**src/rtl/io_bus_sequencer_if.sv**
```systemverilog
// Handshake and bus bundle between the CPU control unit, io_bus_sequencer and the io port block.
// The sequencer uses the slave modport; the control/io side uses master.
interface io_bus_sequencer_if;
    logic       start;
    logic       rd_wr;
    logic [7:0] port_addr;
    logic [7:0] wdata;
    logic       ack;
    logic [7:0] bus_in;
    logic [7:0] bus_out;
    logic       io_input_output;
    logic       io_data_address;
    logic       io_clk_e;
    logic       io_clk_s;
    logic       busy;
    logic       done;
    logic [7:0] rdata;
    logic       timeout_err;

    modport master (
        output start, rd_wr, port_addr, wdata, ack, bus_in,
        input  bus_out, io_input_output, io_data_address, io_clk_e, io_clk_s,
        input  busy, done, rdata, timeout_err
    );

    modport slave (
        input  start, rd_wr, port_addr, wdata, ack, bus_in,
        output bus_out, io_input_output, io_data_address, io_clk_e, io_clk_s,
        output busy, done, rdata, timeout_err
    );
endinterface

```
**src/rtl/io_bus_sequencer.sv**
```systemverilog
// Runs one address phase and one data phase on the io block per accepted request.
// Optional data-strobe timeout is built when IO_SEQ_TIMEOUT_EN is defined.
module io_bus_sequencer #(
    parameter int unsigned SETUP_CYC   = 1,
    parameter int unsigned STROBE_CYC  = 2,
    parameter int unsigned TIMEOUT_CYC = 255
) (
    input logic              clk,
    input logic              reset_n,
    io_bus_sequencer_if.slave bus
);

    if (SETUP_CYC < 1 || SETUP_CYC > 15) begin : g_bad_setup
        $error("SETUP_CYC out of range 1..15");
    end
    if (STROBE_CYC < 1 || STROBE_CYC > 15) begin : g_bad_strobe
        $error("STROBE_CYC out of range 1..15");
    end
    if (TIMEOUT_CYC < 1 || TIMEOUT_CYC > 255) begin : g_bad_timeout
        $error("TIMEOUT_CYC out of range 1..255");
    end

    localparam logic [3:0] SetupLast  = 4'(SETUP_CYC - 1);
    localparam logic [3:0] StrobeLast = 4'(STROBE_CYC - 1);

    typedef enum logic [2:0] {StIdle, StASetup, StAStrobe, StDSetup, StDStrobe, StDone} state_e;

    state_e     state_q, state_d;
    logic [3:0] cnt_q, cnt_d;
    logic       rd_wr_q, rd_wr_d;
    logic [7:0] addr_q, addr_d;
    logic [7:0] wdata_q, wdata_d;
    logic [7:0] rdata_q, rdata_d;
    logic [7:0] bus_out_q, bus_out_d;
    logic       io_io_q, io_io_d;
    logic       io_da_q, io_da_d;
    logic       clk_e_q, clk_e_d;
    logic       clk_s_q, clk_s_d;
    logic       busy_q, busy_d;
    logic       done_q, done_d;
`ifdef IO_SEQ_TIMEOUT_EN
    localparam logic [7:0] TmoLast = 8'(TIMEOUT_CYC - 1);
    logic [7:0] tmo_q, tmo_d;
    logic       terr_q, terr_d;
`endif

    always_comb begin
        state_d = state_q;
        cnt_d   = cnt_q;
        rd_wr_d = rd_wr_q;
        addr_d  = addr_q;
        wdata_d = wdata_q;
        rdata_d = rdata_q;
`ifdef IO_SEQ_TIMEOUT_EN
        tmo_d   = tmo_q;
        terr_d  = terr_q;
`endif
        unique case (state_q)
            StIdle: begin
                if (bus.start) begin
                    state_d = StASetup;
                    cnt_d   = 4'd0;
                    rd_wr_d = bus.rd_wr;
                    addr_d  = bus.port_addr;
                    wdata_d = bus.wdata;
`ifdef IO_SEQ_TIMEOUT_EN
                    terr_d  = 1'b0;
`endif
                end
            end
            StASetup: begin
                if (cnt_q == SetupLast) begin
                    state_d = StAStrobe;
                    cnt_d   = 4'd0;
                end else begin
                    cnt_d = cnt_q + 4'd1;
                end
            end
            StAStrobe: begin
                if (cnt_q == StrobeLast) begin
                    state_d = StDSetup;
                    cnt_d   = 4'd0;
                end else begin
                    cnt_d = cnt_q + 4'd1;
                end
            end
            StDSetup: begin
                if (cnt_q == SetupLast) begin
                    state_d = StDStrobe;
                    cnt_d   = 4'd0;
`ifdef IO_SEQ_TIMEOUT_EN
                    tmo_d   = 8'd0;
`endif
                end else begin
                    cnt_d = cnt_q + 4'd1;
                end
            end
            StDStrobe: begin
`ifdef IO_SEQ_TIMEOUT_EN
                tmo_d = tmo_q + 8'd1;
`endif
                // cnt saturates at StrobeLast, so it doubles as "minimum strobe time met"
                if (cnt_q == StrobeLast && bus.ack) begin
                    state_d = StDone;
                    if (!rd_wr_q) rdata_d = bus.bus_in;
`ifdef IO_SEQ_TIMEOUT_EN
                end else if (tmo_q == TmoLast) begin
                    state_d = StDone;
                    terr_d  = 1'b1;
`endif
                end else if (cnt_q != StrobeLast) begin
                    cnt_d = cnt_q + 4'd1;
                end
            end
            StDone: begin
                state_d = StIdle;
                cnt_d   = 4'd0;
            end
            default: state_d = StIdle;
        endcase

        // Outputs are decoded from the next state so they appear registered, in step with it
        bus_out_d = 8'd0;
        io_io_d   = 1'b0;
        io_da_d   = 1'b0;
        clk_e_d   = 1'b0;
        clk_s_d   = 1'b0;
        busy_d    = 1'b0;
        done_d    = 1'b0;
        unique case (state_d)
            StASetup, StAStrobe: begin
                bus_out_d = addr_d;
                io_io_d   = 1'b1;
                io_da_d   = 1'b1;
                busy_d    = 1'b1;
                clk_s_d   = (state_d == StAStrobe);
            end
            StDSetup, StDStrobe: begin
                bus_out_d = rd_wr_d ? wdata_d : 8'd0;
                io_io_d   = rd_wr_d;
                busy_d    = 1'b1;
                clk_s_d   = (state_d == StDStrobe) && rd_wr_d;
                clk_e_d   = (state_d == StDStrobe) && !rd_wr_d;
            end
            StDone:  done_d = 1'b1;
            default: ;
        endcase
    end

    always_ff @(posedge clk) begin
        if (!reset_n) begin
            state_q   <= StIdle;
            cnt_q     <= 4'd0;
            rd_wr_q   <= 1'b0;
            addr_q    <= 8'd0;
            wdata_q   <= 8'd0;
            rdata_q   <= 8'd0;
            bus_out_q <= 8'd0;
            io_io_q   <= 1'b0;
            io_da_q   <= 1'b0;
            clk_e_q   <= 1'b0;
            clk_s_q   <= 1'b0;
            busy_q    <= 1'b0;
            done_q    <= 1'b0;
`ifdef IO_SEQ_TIMEOUT_EN
            tmo_q     <= 8'd0;
            terr_q    <= 1'b0;
`endif
        end else begin
            state_q   <= state_d;
            cnt_q     <= cnt_d;
            rd_wr_q   <= rd_wr_d;
            addr_q    <= addr_d;
            wdata_q   <= wdata_d;
            rdata_q   <= rdata_d;
            bus_out_q <= bus_out_d;
            io_io_q   <= io_io_d;
            io_da_q   <= io_da_d;
            clk_e_q   <= clk_e_d;
            clk_s_q   <= clk_s_d;
            busy_q    <= busy_d;
            done_q    <= done_d;
`ifdef IO_SEQ_TIMEOUT_EN
            tmo_q     <= tmo_d;
            terr_q    <= terr_d;
`endif
        end
    end

    assign bus.bus_out         = bus_out_q;
    assign bus.io_input_output = io_io_q;
    assign bus.io_data_address = io_da_q;
    assign bus.io_clk_e        = clk_e_q;
    assign bus.io_clk_s        = clk_s_q;
    assign bus.busy            = busy_q;
    assign bus.done            = done_q;
    assign bus.rdata           = rdata_q;
`ifdef IO_SEQ_TIMEOUT_EN
    assign bus.timeout_err     = terr_q;
`else
    assign bus.timeout_err     = 1'b0;
`endif

endmodule

```
**src/flat_wrapper.sv**
```systemverilog
// flat-port wrapper written by rule: the top's interface ports become plain ports
module io_bus_sequencer_flat 
#(
    parameter int unsigned SETUP_CYC   = 1,
    parameter int unsigned STROBE_CYC  = 2,
    parameter int unsigned TIMEOUT_CYC = 255
)
  (clk, reset_n, bus_start, bus_rd_wr, bus_port_addr, bus_wdata, bus_ack, bus_bus_in, bus_bus_out, bus_io_input_output, bus_io_data_address, bus_io_clk_e, bus_io_clk_s, bus_busy, bus_done, bus_rdata, bus_timeout_err);
  io_bus_sequencer_if bus_i ();
  input logic clk;
  input logic reset_n;
  input wire logic [$bits(bus_i.start)-1:0] bus_start;
  input wire logic [$bits(bus_i.rd_wr)-1:0] bus_rd_wr;
  input wire logic [$bits(bus_i.port_addr)-1:0] bus_port_addr;
  input wire logic [$bits(bus_i.wdata)-1:0] bus_wdata;
  input wire logic [$bits(bus_i.ack)-1:0] bus_ack;
  input wire logic [$bits(bus_i.bus_in)-1:0] bus_bus_in;
  output wire logic [$bits(bus_i.bus_out)-1:0] bus_bus_out;
  output wire logic [$bits(bus_i.io_input_output)-1:0] bus_io_input_output;
  output wire logic [$bits(bus_i.io_data_address)-1:0] bus_io_data_address;
  output wire logic [$bits(bus_i.io_clk_e)-1:0] bus_io_clk_e;
  output wire logic [$bits(bus_i.io_clk_s)-1:0] bus_io_clk_s;
  output wire logic [$bits(bus_i.busy)-1:0] bus_busy;
  output wire logic [$bits(bus_i.done)-1:0] bus_done;
  output wire logic [$bits(bus_i.rdata)-1:0] bus_rdata;
  output wire logic [$bits(bus_i.timeout_err)-1:0] bus_timeout_err;
  assign bus_i.start = bus_start;
  assign bus_i.rd_wr = bus_rd_wr;
  assign bus_i.port_addr = bus_port_addr;
  assign bus_i.wdata = bus_wdata;
  assign bus_i.ack = bus_ack;
  assign bus_i.bus_in = bus_bus_in;
  assign bus_bus_out = bus_i.bus_out;
  assign bus_io_input_output = bus_i.io_input_output;
  assign bus_io_data_address = bus_i.io_data_address;
  assign bus_io_clk_e = bus_i.io_clk_e;
  assign bus_io_clk_s = bus_i.io_clk_s;
  assign bus_busy = bus_i.busy;
  assign bus_done = bus_i.done;
  assign bus_rdata = bus_i.rdata;
  assign bus_timeout_err = bus_i.timeout_err;
  io_bus_sequencer #(.SETUP_CYC(SETUP_CYC), .STROBE_CYC(STROBE_CYC), .TIMEOUT_CYC(TIMEOUT_CYC)) u_core (.clk(clk), .reset_n(reset_n), .bus(bus_i));
endmodule
```
**config.mk**
```make
export PLATFORM = sky130hd
export DESIGN_NAME = io_bus_sequencer_flat
export DESIGN_NICKNAME = d
export VERILOG_FILES = /design/src/rtl/io_bus_sequencer_if.sv /design/src/rtl/io_bus_sequencer.sv /design/src/flat_wrapper.sv
export SDC_FILE = /design/constraint.sdc
export NUM_CORES = 1
export LEC_CHECK = 0
export ABC_AREA = 0
export CORE_ASPECT_RATIO = 0.6
export CORE_MARGIN = 2
export CORE_UTILIZATION = 50
export CTS_BUF_LIST = sky130_fd_sc_hd__clkbuf_4 sky130_fd_sc_hd__clkbuf_8
export CTS_CLUSTER_DIAMETER = 80
export DETAILED_ROUTE_END_ITERATION = 8
export PLACE_DENSITY = 0.9
export SKIP_CTS_REPAIR_TIMING = 1
export SLEW_MARGIN = 10
export SYNTH_ARGS = -nofsm -noshare
export SYNTH_HDL_FRONTEND = slang
export SYNTH_SLANG_ARGS = --single-unit
export TNS_END_PERCENT = 100
```
**constraint.sdc**
```tcl
create_clock -name clk -period 2.2 [get_ports clk]
set_clock_uncertainty 0.05 [all_clocks]
set_input_delay 0.66 -clock clk [delete_from_list [all_inputs] [get_ports clk]]
set_output_delay 0.66 -clock clk [all_outputs]
set_load 0.05 [all_outputs]
```
# Word-level counts from Yosys, hierarchy flattened
# Index checks and enable logic that the tools add are counted.
[totals]
reg_bits = 46
in_bits = 29
[op_classes]
n_eq_ne = 15
bitwise_logic = 1
add_sub_neg = 1
reduce_logical = 14
n_mux = 25
[op_table]
columns = ["cell", "n"]
rows = [
  ["$mux 8", 5],
  ["$mux 4", 5],
  ["$pmux 4 s5", 1],
  ["$pmux 8 s2", 1],
  ["$mux 3", 5],
  ["$pmux 3 s5", 1],
  ["$eq 3x2->1 const B", 4],
  ["$eq 3x3->1 const B", 4],
  ["$eq 3x1->1 const B", 2],
  ["$reduce_or 2->1", 3],
  ["$mux 1", 5],
  ["$reduce_bool 5->1", 1],
  ["$add 4x1->4 const B", 1],
  ["$eq 4x1->1 const B", 1],
  ["$logic_not 4->1", 1],
  ["$ne 2x2->1 const B", 2],
  ["$ne 4x1->1 const B", 1],
  ["$pmux 1 s2", 2],
  ["$reduce_and 4->1", 1],
  ["$reduce_or 4->1", 1],
  ["$logic_and 1x1->1", 3],
  ["$logic_not 3->1", 1],
  ["$reduce_and 3->1", 1],
  ["$ne 2x1->1 const B", 1],
  ["other kinds (3)", 3],
]

# Logic depth before layout (Yosys ltp)
# Gate-level depths: netlist of the first run.
[depth]
ltp_word = 7
ltp_mapped = 8
depth_no_buf = 7

# Least setup slack after synthesis of the first run
# OpenSTA, ideal clock, no wires.
[synth_timing]
kind = "input to register"
start = "input reset_n"
end = "register u_core.bus_out_q[2] (netlist: u_core.bus.bus_out[2])"
cell_stages = 6
required_ps = 2075
setup_time_ps = 75
arrival_ps = 1784
slack_ps = 291
path_cell_list = "clkbuf_1 > nor2b_1 > a32oi_2 > nor4_4 > o21ai_4 > o22ai_1"
[synth_lines]
columns = ["element", "line_no", "text"]
rows = [
  ["start: declaration", "flat_wrapper.sv:11", "input logic reset_n;"],
  ["end signal: assignment", "io_bus_sequencer.sv:176", "bus_out_q <= bus_out_d;"],
  ["end: declaration", "io_bus_sequencer.sv:34", "logic [7:0] bus_out_q, bus_out_d;"],
]

# Worst setup path in the final report of the first run
[layout_timing]
start = "input bus_start"
end = "register u_core.bus_out_q[5] (netlist: u_core.bus.bus_out[5])"
[layout_between]
elab_chain_len = 5
[layout_rtl]
columns = ["element", "line_no", "text"]
rows = [
  ["start: declaration", "flat_wrapper.sv:12", "input wire logic [$bits(bus_i.start)-1:0] bus_start;"],
  ["$mux 3", "io_bus_sequencer.sv:60", "if (bus.start) begin"],
  ["$pmux 3 s5", "io_bus_sequencer.sv:58", "unique case (state_q)"],
  ["$eq 3x2->1 (tied with other cells)", "io_bus_sequencer.sv:130", "unique case (state_d)"],
  ["$reduce_or 2->1", "n/a", ""],
  ["$pmux 8 s2 *", "io_bus_sequencer.sv:130", ""],
]
# Every way passes the cells marked *; elsewhere a longest branch is shown, timed or not.
# A chain may end at the register's enable or synchronous reset.

==> metrics.txt, run 1 <==
# TYPE chip_impl_metric gauge
chip_impl_info{name="outcome",value="finished, final reports clean"} 1
chip_impl_metric{name="synth_top_area_share",unit="%"} 46.8
chip_impl_metric{name="antenna_found_initial",unit=""} 0
chip_impl_metric{name="cts_sinks",unit=""} 46
chip_impl_metric{name="worstSkewPairLatency",unit="ns"} 0.30
chip_impl_metric{name="worstMarginPinSlew",unit="ns"} 0.519
chip_impl_metric{name="post-place-cells",unit=""} 292
chip_impl_metric{name="ant_nets",unit=""} 0
chip_impl_metric{name="netlist_area_before_placement",unit="sq um"} 1970
chip_impl_info{name="hold_path.class",value="reg -> reg"} 1
chip_impl_metric{name="core.rowCount",unit=""} 17
chip_impl_info{name="worstPathCellList",value="clkdlybuf4s50_1 > nor4b_4 > buf_6 > mux2i_1 > o22ai_4"} 1
chip_impl_metric{name="global_route.usage.total",unit="%"} 21.3
chip_impl_metric{name="areaGrowthSynthToFinish",unit="%"} 42.8
chip_impl_info{name="cts_root_buffer",value="sky130_fd_sc_hd__clkbuf_8"} 1
chip_impl_metric{name="synth-edff-count",unit=""} 0
chip_impl_metric{name="die_width",unit="um"} 85.0
chip_impl_metric{name="crit_path_max_fanout",unit=""} 16
chip_impl_metric{name="worst-endpoint-required",unit="ns"} 2.32
chip_impl_metric{name="largest_net_degree_at_the_start_of_global_routing",unit=""} 22
chip_impl_metric{name="synthDistinctLibCells",unit=""} 45
chip_impl_metric{name="vias_per_instance",unit=""} 5.20
chip_impl_metric{name="drt_iter0_drc",unit=""} 93
chip_impl_info{name="worst_r2r_startpoint",value="u_core.cnt_q[0]"} 1
chip_impl_info{name="critical_path_class",value="in -> reg"} 1
chip_impl_metric{name="layout-drive-gt1-share",unit="%"} 19.2
chip_impl_info{name="worst_hold_path.endpoint",value="u_core.cnt_q[1]"} 1
chip_impl_metric{name="layout.cells.non_filler",unit=""} 302
chip_impl_metric{name="syn_inst",unit=""} 187
chip_impl_metric{name="finalSetupViolations",unit=""} 0
chip_impl_metric{name="place.gp.congestion",unit=""} 0.908
chip_impl_metric{name="setup.reg_to_reg.worst_slack",unit="ns"} 0.12
chip_impl_metric{name="worst_ep_arrival_time",unit="ns"} 2.29
chip_impl_metric{name="dp_hpwl",unit="um"} 3100
chip_impl_metric{name="grt_pass1_wl",unit="um"} 7170
chip_impl_metric{name="drv_cap",unit=""} 0
chip_impl_metric{name="yosysWarnings",unit=""} 0
chip_impl_info{name="cp-end-kind",value="register"} 1
chip_impl_metric{name="synth-seq-cells",unit=""} 46
chip_impl_metric{name="power_leakage",unit="nW"} 1.20
chip_impl_metric{name="via_count_of_the_first_global_routing_pass",unit=""} 1486
chip_impl_metric{name="cts-buffers-inserted",unit=""} 5
chip_impl_metric{name="grt.overflow.total",unit=""} 0
chip_impl_info{name="synth_area_leaders",value="sky130_fd_sc_hd__dfxtp_1 (47%), sky130_fd_sc_hd__mux2i_1 (13%), sky130_fd_sc_hd__nor2b_1 (8.9%)"} 1
chip_impl_metric{name="seq_area_frac_synth",unit="%"} 46.8
chip_impl_metric{name="cts_htree_levels",unit=""} 2
chip_impl_metric{name="cts_clk_pin_slew_worst_paths",unit="ns"} 0.09
chip_impl_metric{name="clk_path_buf_depth",unit=""} 2
chip_impl_metric{name="start_util",unit="%"} 52.9
chip_impl_metric{name="worstHoldPathCells",unit=""} 2
chip_impl_metric{name="drt_pass1_iterations",unit=""} 4
chip_impl_metric{name="design.die.area",unit="sq um"} 4470
chip_impl_metric{name="final.period_utilization",unit="%"} 98.5
chip_impl_info{name="most_frequent_cells_in_the_layout",value="sky130_fd_sc_hd__clkdlybuf4s50_1 (46), sky130_fd_sc_hd__dfxtp_1 (46), sky130_fd_sc_hd__nor2b_1 (28)"} 1
chip_impl_metric{name="final_period_demand_of_the_worst_path",unit="ns"} 2.17
chip_impl_info{name="setup.worst_path.start_class",value="input pin"} 1
chip_impl_metric{name="core-area",unit="sq um"} 3720
chip_impl_metric{name="floorplan.die.height",unit="um"} 52.6
chip_impl_metric{name="power.density_cell_area",unit="nW/um^2"} 786
chip_impl_metric{name="drt_wl_total",unit="um"} 4680
chip_impl_metric{name="final.setup.tns",unit="ns"} 0
chip_impl_info{name="tritoncts",value="done"} 1
chip_impl_metric{name="cpPeakStageDelay",unit="ns"} 0.49
chip_impl_metric{name="syn_avg_cell_area",unit="sq um"} 10.5
chip_impl_metric{name="timing.final.hold_violations",unit=""} 0
chip_impl_metric{name="design.portCount",unit=""} 52
chip_impl_metric{name="final_nets",unit=""} 286
chip_impl_metric{name="r2r_cells",unit=""} 8
chip_impl_metric{name="slew_headroom",unit="%"} 65.3
chip_impl_metric{name="vdd_ir_drop_max",unit="uV"} 565
chip_impl_info{name="r2r-end",value="u_core.bus.bus_out[2]"} 1
chip_impl_metric{name="drt_drc_violations_left",unit=""} 0
chip_impl_info{name="holdCritStartpoint",value="u_core.cnt_q[1]"} 1
chip_impl_metric{name="avgRoutedWirePerCell",unit="um"} 15.5
chip_impl_info{name="prevailing_post_synth_register_cell",value="sky130_fd_sc_hd__dfxtp_1"} 1
chip_impl_metric{name="maxClockFrequency",unit="MHz"} 461
chip_impl_metric{name="final-max-slew-violation-count",unit=""} 0
chip_impl_metric{name="vias",unit=""} 1569
chip_impl_metric{name="ant_diodes",unit=""} 0
chip_impl_metric{name="port_buffers",unit=""} 50
chip_impl_metric{name="asyncSetResetFlopFracSynth",unit="%"} 0
chip_impl_info{name="cp_slowest_cell",value="sky130_fd_sc_hd__clkdlybuf4s50_1"} 1
chip_impl_metric{name="synth_nets",unit=""} 219
chip_impl_info{name="synth_top_area_cell",value="sky130_fd_sc_hd__dfxtp_1"} 1
-- through the flow --
stage                     total power [mW]  hold WS, ns  utilization, %  instance area [sq um]  setup slack, ns
final                                 2.21        0.468            75.5                   2810           0.0322
after global placement                1.52        0.436            69.6                   2590           -0.191
after detailed placement              1.53        0.450            69.6                   2590           -0.226
after floorplan                       1.34        0.414               -                   1970            0.291
after CTS                             2.18        0.466            72.7                   2710           0.0188
after global routing                  2.30        0.509            75.5                   2810          -0.0371
-- critical path: cells and delay by family --
kind | cells | cell delay, ns
AND/OR/NAND/NOR | 1 | 0.31
multiplexers | 1 | 0.43
buffers and inverters | 2 | 0.77
AO/OA/AOI/OAI | 1 | 0.13
-- cells by family (layout without fill, tap and decap cells) --
| group | count (synthesis) | count (layout) | share of synthesized area (%) |
|---|---|---|---|
| buf+inv | 18 | 86 | 5.40 |
| flops | 46 | 46 | 46.8 |
| compound gates | 26 | 26 | 10.1 |
| fa+ha+maj | 3 | 3 | 1.91 |
| mux | 26 | 26 | 13.3 |
| xor+xnor | 2 | 2 | 0.890 |
| simple gates | 65 | 65 | 21.4 |
| other cells | 1 | 1 | 0.191 |
-- how the worst max path moves through the flow --
stage                                    from                          to  slack [ns]  cells past startpoint
final                               bus_start       u_core.bus.bus_out[5]        0.03                      5
after CTS                 u_core.bus.rdata[5]                bus_rdata[5]        0.02                      1
after detailed placement              bus_ack       u_core.bus.bus_out[7]       -0.23                      7
after global placement              bus_start  u_core.bus.io_input_output       -0.19                      7
after global routing                bus_start       u_core.bus.bus_out[5]       -0.04                      5
after floorplan                       reset_n       u_core.bus.bus_out[2]        0.29                      6
-- per-layer routing --
| metal | GRT usage (%) | vias to the layer above | routed length [um] |
|---|---|---|---|
| li1 | - | 781 | - |
| met1 | 29.4 | 715 | 2260 |
| met2 | 30.3 | 64 | 2040 |
| met3 | 6.14 | 9 | 315 |
| met4 | 10.3 | 0 | 68 |
| met5 | 0 | - | 0 |
-- where the power goes --
group / switching, mW / total (mW) / internal, mW
Combinational: 0.347 / 0.630 / 0.283
Sequential: 0.0356 / 0.937 / 0.902
Clock: 0.277 / 0.642 / 0.365
Total: 0.660 / 2.21 / 1.55
-- area by class of cell --
cell class	count	area [sq um]
inverters	8	30.0
multi-input cells	123	1020
well taps	47	58.8
flip-flops and latches	46	921
clock buffers	7	83.8
fillers	248	911
clock inverters	1	30.0
repair buffers	70	672
-- flip-flops by register name, summed over array words and instances (netlist names), 3 cells and up --
signal	count
u_core.addr_q	8
u_core.bus.bus_out	8
u_core.bus.rdata	8
u_core.cnt_q	4
u_core.state_q	3
u_core.wdata_q	8
-- cells in the mapped netlist, types with 2 or more instances --
master	instances
sky130_fd_sc_hd__o21ai_1	2
sky130_fd_sc_hd__buf_6	3
sky130_fd_sc_hd__nor2b_1	28
sky130_fd_sc_hd__nor2_1	8
sky130_fd_sc_hd__inv_1	7
sky130_fd_sc_hd__nor4b_2	2
sky130_fd_sc_hd__nor3_1	3
sky130_fd_sc_hd__o21ai_0	3
sky130_fd_sc_hd__nand2_1	7
sky130_fd_sc_hd__xnor2_1	2
sky130_fd_sc_hd__clkbuf_1	4
sky130_fd_sc_hd__nand3_1	5
sky130_fd_sc_hd__nand2b_1	2
sky130_fd_sc_hd__o22ai_1	9
sky130_fd_sc_hd__mux2i_1	25
sky130_fd_sc_hd__dfxtp_1	46
sky130_fd_sc_hd__ha_1	3
No activity file was read; power rests on OpenSTA's default activity.
==> run 2: changes to the inputs <==
- clock period: 2.2 -> 2.1 ns (I/O delays scaled with it)
==> run 2 against run 1 <==
Effect of this change:
- clock power is 13% lower
- clock-buffer cell count is 2 lower
- routed wire length is 1.5% lower
- final cell count is 0.66% lower
- highest routed layer unchanged
- via count is 1.6% higher
==> metrics.txt, run 2 (synthesis gave the netlist of run 1 again) <==
# TYPE chip_impl_metric gauge
chip_impl_info{name="outcome",value="finished, final reports clean"} 1
chip_impl_info{name="grt_setup_unrepaired",value="no"} 1
chip_impl_metric{name="maxClockFrequency",unit="MHz"} 501
chip_impl_metric{name="floorplan.die.height",unit="um"} 52.6
chip_impl_metric{name="timing.final.hold_violations",unit=""} 0
chip_impl_metric{name="fin_worst_setup_slack",unit="ns"} 0.104
chip_impl_metric{name="design.die.area",unit="sq um"} 4470
chip_impl_metric{name="drt_wl_total",unit="um"} 4610
chip_impl_metric{name="layout-drive-gt1-share",unit="%"} 26.5
chip_impl_metric{name="start_util",unit="%"} 52.9
chip_impl_metric{name="post-place-cells",unit=""} 292
chip_impl_metric{name="cts_clk_pin_slew_worst_paths",unit="ns"} 0.09
chip_impl_metric{name="crit_path_max_fanout",unit=""} 8
chip_impl_metric{name="placement.setup.worst_slack",unit="ns"} -0.298
chip_impl_metric{name="layout.cells.non_filler",unit=""} 300
chip_impl_info{name="cp-end-kind",value="register"} 1
chip_impl_metric{name="drt_pass1_iterations",unit=""} 4
chip_impl_info{name="tritoncts",value="done"} 1
chip_impl_metric{name="antenna_found_initial",unit=""} 0
chip_impl_metric{name="final_nets",unit=""} 284
chip_impl_info{name="most_frequent_cells_in_the_layout",value="sky130_fd_sc_hd__dfxtp_1 (45), sky130_fd_sc_hd__buf_4 (40), sky130_fd_sc_hd__nor2b_1 (28)"} 1
chip_impl_metric{name="setup.reg_to_reg.worst_slack",unit="ns"} 0.10
chip_impl_metric{name="power_leakage",unit="nW"} 1.18
chip_impl_metric{name="power.density_cell_area",unit="nW/um^2"} 811
chip_impl_info{name="critical_path_class",value="reg -> reg"} 1
chip_impl_metric{name="core.rowCount",unit=""} 17
chip_impl_metric{name="place.gp.congestion",unit=""} 0.936
chip_impl_metric{name="final_core_utilization",unit="%"} 72.1
chip_impl_info{name="cts_root_buffer",value="sky130_fd_sc_hd__clkbuf_8"} 1
chip_impl_info{name="hold_path.class",value="reg -> reg"} 1
chip_impl_metric{name="largest_net_degree_at_the_start_of_global_routing",unit=""} 21
chip_impl_metric{name="final_period_demand_of_the_worst_path",unit="ns"} 2.00
chip_impl_metric{name="cts_htree_levels",unit=""} 2
chip_impl_metric{name="avgRoutedWirePerCell",unit="um"} 15.4
chip_impl_metric{name="port_buffers",unit=""} 50
chip_impl_metric{name="dp_hpwl",unit="um"} 3380
chip_impl_metric{name="drt_drc_violations_left",unit=""} 0
chip_impl_metric{name="worst_ep_arrival_time",unit="ns"} 2.13
chip_impl_metric{name="die_width",unit="um"} 85.0
chip_impl_metric{name="worstSkewPairLatency",unit="ns"} 0.30
chip_impl_metric{name="vias",unit=""} 1594
chip_impl_metric{name="cts_sinks",unit=""} 46
chip_impl_metric{name="grt.overflow.total",unit=""} 0
chip_impl_metric{name="final.setup.tns",unit="ns"} 0
chip_impl_metric{name="grt_pass1_wl",unit="um"} 7420
chip_impl_metric{name="global_route.usage.total",unit="%"} 22.0
chip_impl_info{name="setup.worst_path.start_class",value="register"} 1
chip_impl_metric{name="cts-buffers-inserted",unit=""} 5
chip_impl_info{name="most_common_cell_after_layout_fill_and_taps_aside",value="sky130_fd_sc_hd__dfxtp_1"} 1
chip_impl_metric{name="via_count_of_the_first_global_routing_pass",unit=""} 1547
chip_impl_metric{name="ant_diodes",unit=""} 0
chip_impl_metric{name="clk_path_buf_depth",unit=""} 2
chip_impl_metric{name="drv_cap",unit=""} 0
chip_impl_metric{name="vias_per_instance",unit=""} 5.31
chip_impl_metric{name="finished_cell_area",unit="sq um"} 2680
chip_impl_metric{name="finalSetupViolations",unit=""} 0
chip_impl_metric{name="design.portCount",unit=""} 52
chip_impl_metric{name="post_dp_cell_area",unit="sq um"} 2540
chip_impl_metric{name="vdd_ir_drop_max",unit="uV"} 661
chip_impl_metric{name="drt_iter0_drc",unit=""} 64
chip_impl_metric{name="ant_nets",unit=""} 0
chip_impl_metric{name="final.period_utilization",unit="%"} 95.0
chip_impl_metric{name="core-area",unit="sq um"} 3720
chip_impl_metric{name="final-max-slew-violation-count",unit=""} 0
chip_impl_metric{name="total_power",unit="mW"} 2.18
chip_impl_metric{name="worst_hold_slack",unit="ns"} 0.443
chip_impl_metric{name="areaGrowthSynthToFinish",unit="%"} 36.4
chip_impl_metric{name="worst-endpoint-required",unit="ns"} 2.24
==> run 2: worst max-delay path: stages (launching register included) <==
cell	delay, ns
sky130_fd_sc_hd__dfxtp_1	0.40
sky130_fd_sc_hd__inv_1	0.08
sky130_fd_sc_hd__ha_1	0.21
sky130_fd_sc_hd__nor4b_4	0.15
sky130_fd_sc_hd__o21a_2	0.16
sky130_fd_sc_hd__o311a_4	0.39
sky130_fd_sc_hd__o21ai_4	0.32
sky130_fd_sc_hd__o22ai_1	0.12
==> run 2: layout make-up <==
class                           count  area (sq um)
Clock buffer                        5          68.8
Clock inverter                      3          23.8
Fill cell                         259          1040
Inverter                            8          30.0
Multi-Input combinational cell    123           995
Sequential cell                    46           922
Tap cell                           47          58.8
Timing Repair Buffer               68           586
==> run 2: routing by layer <==
layer / wire length [um] / GRT usage, %
met5: 0 / 0
met4: 77 / 8.47
met3: 331 / 6.61
met2: 2060 / 34.5
met1: 2140 / 28.8
==> run 2: final timing paths <==
| check | start | endpoint | cells after the start |
|---|---|---|---|
| worst max register to register | u_core.cnt_q[1] | u_core.bus.bus_out[6] | 7 |
| worst max-delay path | u_core.cnt_q[1] | u_core.bus.bus_out[6] | 7 |
| worst min register to register | u_core.cnt_q[0] | u_core.cnt_q[0] | 1 |
| worst min-delay path | u_core.cnt_q[0] | u_core.cnt_q[0] | 1 |
==> run 2: power breakdown <==
group,switching (mW),leakage [nW],internal [mW]
clock network,0.322,0.0408,0.238
logic,0.349,0.761,0.278
registers,0.0431,0.376,0.945
total,0.714,1.18,1.46
